### src/rtl/branch_resolve_queue_pkg.sv
// Shared types and defaults for the branch predictor blocks.
package branch_resolve_queue_pkg;

  localparam int unsigned BRQ_DEPTH = 8;

  typedef struct packed {
    logic        valid;
    logic        resolved;
    logic [31:0] pc;
    logic        pred;
    logic        taken;
  } brq_entry_t;

endpackage

### src/rtl/branch_resolve_queue.sv
// In-order branch resolve queue feeding predictor updates; stats counters are
// built only when BRQ_STATS_EN is defined.
module branch_resolve_queue
  import branch_resolve_queue_pkg::*;
#(
  parameter int unsigned DEPTH = BRQ_DEPTH,
  parameter int unsigned TAG_W = $clog2(DEPTH)
) (
  input  logic             clk,
  input  logic             rst,
  input  logic             alloc_valid,
  input  logic [31:0]      alloc_pc,
  input  logic             alloc_pred,
  output logic             alloc_ready,
  output logic [TAG_W-1:0] alloc_tag,
  input  logic             resolve_valid,
  input  logic [TAG_W-1:0] resolve_tag,
  input  logic             resolve_taken,
  input  logic             flush,
  output logic             upd_valid,
  output logic [31:0]      upd_pc,
  output logic             upd_taken,
  output logic             upd_mispredict
`ifdef BRQ_STATS_EN
  ,
  output logic [31:0]      stat_branches,
  output logic [31:0]      stat_mispredicts
`endif
);

  localparam logic [TAG_W:0] FullCount = (TAG_W + 1)'(DEPTH);

  brq_entry_t       r_entries [DEPTH];
  logic [TAG_W-1:0] r_head;
  logic [TAG_W-1:0] r_tail;
  logic [TAG_W:0]   r_count;
  logic             r_upd_valid;
  logic [31:0]      r_upd_pc;
  logic             r_upd_taken;
  logic             r_upd_mispredict;

  brq_entry_t       w_head_entry;
  logic [TAG_W-1:0] w_head_nxt;
  logic             w_alloc;
  logic             w_retire;
  logic             w_mispredict;
  logic             w_resolve;

  assign alloc_ready  = (r_count < FullCount);
  assign alloc_tag    = r_tail;
  assign w_head_entry = r_entries[r_head];
  assign w_head_nxt   = r_head + 1'b1;
  assign w_alloc      = alloc_valid && alloc_ready;
  assign w_retire     = w_head_entry.valid && w_head_entry.resolved;
  assign w_mispredict = w_retire && (w_head_entry.pred != w_head_entry.taken);
  assign w_resolve    = resolve_valid && r_entries[resolve_tag].valid &&
                        !r_entries[resolve_tag].resolved;

  assign upd_valid      = r_upd_valid;
  assign upd_pc         = r_upd_pc;
  assign upd_taken      = r_upd_taken;
  assign upd_mispredict = r_upd_mispredict;

  always_ff @(posedge clk) begin
    if (rst) begin
      for (int i = 0; i < int'(DEPTH); i++) begin
        r_entries[i] <= '0;
      end
      r_head           <= '0;
      r_tail           <= '0;
      r_count          <= '0;
      r_upd_valid      <= 1'b0;
      r_upd_pc         <= '0;
      r_upd_taken      <= 1'b0;
      r_upd_mispredict <= 1'b0;
    end else if (flush) begin
      for (int i = 0; i < int'(DEPTH); i++) begin
        r_entries[i].valid    <= 1'b0;
        r_entries[i].resolved <= 1'b0;
      end
      r_head      <= '0;
      r_tail      <= '0;
      r_count     <= '0;
      r_upd_valid <= 1'b0;
    end else begin
      r_upd_valid <= w_retire;
      if (w_retire) begin
        r_upd_pc         <= w_head_entry.pc;
        r_upd_taken      <= w_head_entry.taken;
        r_upd_mispredict <= w_mispredict;
      end
      if (w_mispredict) begin
        // Everything younger than the mispredicted head is on the wrong path.
        for (int i = 0; i < int'(DEPTH); i++) begin
          r_entries[i].valid    <= 1'b0;
          r_entries[i].resolved <= 1'b0;
        end
        r_head  <= w_head_nxt;
        r_tail  <= w_head_nxt;
        r_count <= '0;
      end else begin
        if (w_retire) begin
          r_entries[r_head].valid    <= 1'b0;
          r_entries[r_head].resolved <= 1'b0;
          r_head                     <= w_head_nxt;
        end
        if (w_alloc) begin
          r_entries[r_tail] <= '{valid: 1'b1, resolved: 1'b0, pc: alloc_pc,
                                 pred: alloc_pred, taken: 1'b0};
          r_tail            <= r_tail + 1'b1;
        end
        if (w_resolve) begin
          r_entries[resolve_tag].resolved <= 1'b1;
          r_entries[resolve_tag].taken    <= resolve_taken;
        end
        if (w_alloc && !w_retire) begin
          r_count <= r_count + 1'b1;
        end else if (!w_alloc && w_retire) begin
          r_count <= r_count - 1'b1;
        end
      end
    end
  end

`ifdef BRQ_STATS_EN
  logic [31:0] r_stat_branches;
  logic [31:0] r_stat_mispredicts;

  assign stat_branches    = r_stat_branches;
  assign stat_mispredicts = r_stat_mispredicts;

  // A flush suppresses the retire in its cycle, so it must not be counted.
  always_ff @(posedge clk) begin
    if (rst) begin
      r_stat_branches    <= '0;
      r_stat_mispredicts <= '0;
    end else if (!flush && w_retire) begin
      if (r_stat_branches != '1) begin
        r_stat_branches <= r_stat_branches + 1'b1;
      end
      if (w_mispredict && (r_stat_mispredicts != '1)) begin
        r_stat_mispredicts <= r_stat_mispredicts + 1'b1;
      end
    end
  end
`endif

endmodule
### config.mk
export PLATFORM = sky130hd
export DESIGN_NAME = branch_resolve_queue
export DESIGN_NICKNAME = d
export VERILOG_FILES = /design/src/rtl/branch_resolve_queue_pkg.sv /design/src/rtl/branch_resolve_queue.sv
export SDC_FILE = /design/constraint.sdc
export NUM_CORES = 1
export LEC_CHECK = 0
export BUFFER_PORTS_ARGS = -buffer_cell sky130_fd_sc_hd__buf_4
export CELL_PAD_IN_SITES_DETAIL_PLACEMENT = 0
export CELL_PAD_IN_SITES_GLOBAL_PLACEMENT = 2
export CORE_MARGIN = 2
export CORE_UTILIZATION = 35
export DETAILED_ROUTE_END_ITERATION = 8
export MAX_ROUTING_LAYER = met4
export PLACE_DENSITY = 0.62
export SLEW_MARGIN = 10
export SYNTH_ARGS = -nofsm -noshare
export SYNTH_HDL_FRONTEND = slang
export SYNTH_SLANG_ARGS = --single-unit
export TNS_END_PERCENT = 30
### constraint.sdc
create_clock -name clk -period 12.7 [get_ports clk]
set_input_delay 0.635 -clock clk [delete_from_list [all_inputs] [get_ports clk]]
set_output_delay 0.635 -clock clk [all_outputs]
set_load 0.005 [all_outputs]
==> results.toml <==
[route]
wl_met3_microns = 1137
wire_per_inst_microns = 22.79
drt_wl_total_microns = 38350
first_pass_iters = 5
viasPerCell = 5.083
ant_nets = 0
wl_met2_microns = 18760
wl_met1_microns = 17780
drc = 0
top_layer_used = "met4"
vias = 8554
drt_iter0_markers = 525

[synth]
synth_seq_cells = 336
synthFlopType = "edfxtp_1"
synthCells = 1039
synthSimpleGateAreaFrac = 0.1375
synthDistinctLibCells = 53
ys_seq_area_frac = 0.6269
muxShareOfSynthArea = 0.1352
avgSynthCellArea_sq_um = 14.51
syn_nets = 1087
async_flop_share = 0
synth_area_sq_um = 15070
yosysWarningCount = 0
synth_compound_area_frac = 0.06492
synth_edf_count = 272
synth-xor-area-share = 0.005728
synth_top_family_by_area = "simple AND/OR/NAND/NOR gates"
synthAdderAreaFrac = 0.005479

[sta]
setup-tns-final_ns = 0
final-hold-violation-count = 0
clock_skew_ns = 0.01608
max_freq_mhz = 218.6
slew_viol_final = 0
period_share = 0.3602
setup_viol_count_final = 0
worstMarginPinSlew_ns = 1.148
whs_ns = 0.4096
fin_crit_ns = 4.574
relSlewSlack = 0.2337
rsz0062_at_grt = "no"

[finish]
fillCellCount = 3948
layout.nets = 1153
final_cell_mix = "272 x edfxtp_1, 265 x and2_1, 100 x buf_4"
drive_gt1_frac = 0.2289
final_common_cell = "edfxtp_1"
area_growth_pct = 16.79
utilization = 0.4113

[clock_network]
clock_path_buffers = 3
postCtsHoldBufs = 0
postCtsSetupRepairBufs = 0
clockRootBuffer = "clkbuf_16"
clkSinkCount = 336
insertion_delay_ns = 0.56
h-tree-depth = 2
tritoncts = "done"
path_clk_slew_ns = 0.06
ctsResizeCount = 0
cts_buffers = 40

[floorplanning]
io_pins = 81
die_w_microns = 211.5
initial_utilization = 0.3522
die_h_microns = 211.5
core-area_sq_um = 42790
rows = 76
die-area_sq_um = 44740

[global_routing]
antenna_found_initial = 0
grt_pass1_wl_microns = 58430
grt-ovfl-total = 0
gr-usage-all-layers = 0.1827
grt_max_degree = 83
grt_pass1_vias = 8946

[worst_hold_path]
min_to = "r_entries[1][5]$_DFFE_PP_"
holdCritPathClass = "input pin to flip-flop"
hold_depth = 2
hold_path.startpoint = "alloc_pc[3]"

[place]
gp_congestion = 0.7647
dp_hpwl_microns = 21650
io_buffers = 80

[power]
p_leak_nw = 6.148
power.density_nw_per_um2 = 139.5
vdd_ir_drop_max_mv = 0.09460

[setup_path]
start_kind = "flip-flop"
path_max_fanout = 45
reg2reg_to = "r_entries[1][29]$_DFFE_PP_"
required_ns = 12.85
rrSetupSlack_ns = 8.13
crit_type = "flip-flop to flip-flop"
ff2ff_path_depth = 7
cp_data_arrival_time_ns = 4.72
end_kind = "flip-flop"

[flow_run]
maxCapViolCount = 0

[run_status]
status = "completed"
[cell type report]
class / count / area, sq um / area share
sequential: 336 / 9458 / 0.5373
multi-input combinational: 613 / 5388 / 0.3061
clock buffer: 51 / 1105 / 0.06277
timing repair buffer: 100 / 750.7 / 0.04265
tap: 546 / 683.2 / 0.03881
clock inverter: 22 / 162.7 / 0.009241
inverter: 14 / 52.55 / 0.002985
antenna: 1 / 2.502 / 0.0001422
[registers in the layout (all words and copies together) (netlist names), named ones only]
| signal | flops |
|---|---|
| r_entries | 288 |
| upd_pc | 32 |
| r_count | 4 |
| alloc_tag | 3 |
| r_head | 3 |
| upd_mispredict | 1 |
| upd_taken | 1 |
| upd_valid | 1 |
[worst max-delay path, stage by stage, from the launching register on]
cell and delay [ns]:
dfxtp_4 0.61, buf_4 0.66, mux4_2 0.42, mux2i_2 0.35
xor2_2 0.92, a21oi_4 0.10, buf_4 0.33, or2_2 0.73
[how the worst max path moves through the flow]
stage / start / to / slack [ns] / cells after the start
after global placement: flip-flop / r_entries[1][5]$_DFFE_PP_ / 8.10 / 7
after CTS: flip-flop / r_entries[1][29]$_DFFE_PP_ / 8.01 / 7
after floorplan: flip-flop / r_entries[0][10]$_DFFE_PP_ / 8.16 / 6
after global routing: flip-flop / r_entries[7][32]$_SDFFCE_PN0P_ / 7.85 / 7
final: flip-flop / r_entries[1][29]$_DFFE_PP_ / 8.13 / 7
after detailed placement: flip-flop / r_entries[1][11]$_DFFE_PP_ / 8.03 / 7
[report_power, final]
| part | internal (mW) | switching (mW) | leakage, nW | total (mW) |
|---|---|---|---|---|
| clock | 0.655 | 0.455 | 0.625 | 1.11 |
| sequential | 1.22 | 0.0106 | 3.34 | 1.23 |
| combinational | 0.0381 | 0.0746 | 2.18 | 0.113 |
| total | 1.92 | 0.540 | 6.15 | 2.46 |
[per-layer routing]
| metal | vias to the layer above | GRT usage |
|---|---|---|
| met5 | - | - |
| met2 | 126 | 0.2940 |
| met1 | 4334 | 0.2445 |
| met3 | 43 | 0.02403 |
| li1 | 4051 | - |
| met4 | 0 | 0.05027 |
[cells by family after synthesis]
kind of cell | Yosys count
muxes | 112
DFF | 336
and+or+nand+nor | 347
buffers and inverters | 90
AOI/OAI and AO/OA | 139
adders and majority gates | 6
xor gates and xnor gates | 9
[metrics by stage]
stage | setup slack (ns) | power [mW] | area [sq um] | std cells
final | 8.126 | 2.456 | 17600 | 1683
after global routing | 7.846 | 2.542 | 17600 | 1682
after CTS | 8.007 | 2.493 | 17600 | 1682
after detailed placement | 8.026 | 1.373 | 16330 | 1609
after global placement | 8.104 | 1.372 | 16330 | 1609
after floorplan | 8.160 | 1.314 | 15070 | 1039
[Yosys cell counts (4+ instances only)]
library cell	count	area, sq um
o211ai_1	5	37.54
nand3_1	6	30.03
dfxtp_1	64	1281
and3_1	4	25.02
a311oi_1	36	315.3
mux2i_1	38	380.4
o41ai_1	4	35.03
clkbuf_1	59	221.5
nand2_1	26	97.59
xnor2_1	5	43.79
and2_1	265	1658
or2_2	5	31.28
nor2_1	14	52.55
nor3_1	4	20.02
buf_2	13	65.06
o21bai_1	4	30.03
edfxtp_1	272	8168
inv_1	11	41.29
nor2b_1	6	37.54
ha_1	5	62.56
a21oi_1	49	245.2
o22ai_1	5	31.28
mux4_2	72	1622
o21ai_0	13	65.06
o2111ai_1	5	43.79
a211oi_2	4	50.05
(Power assumes the default switching activity.)
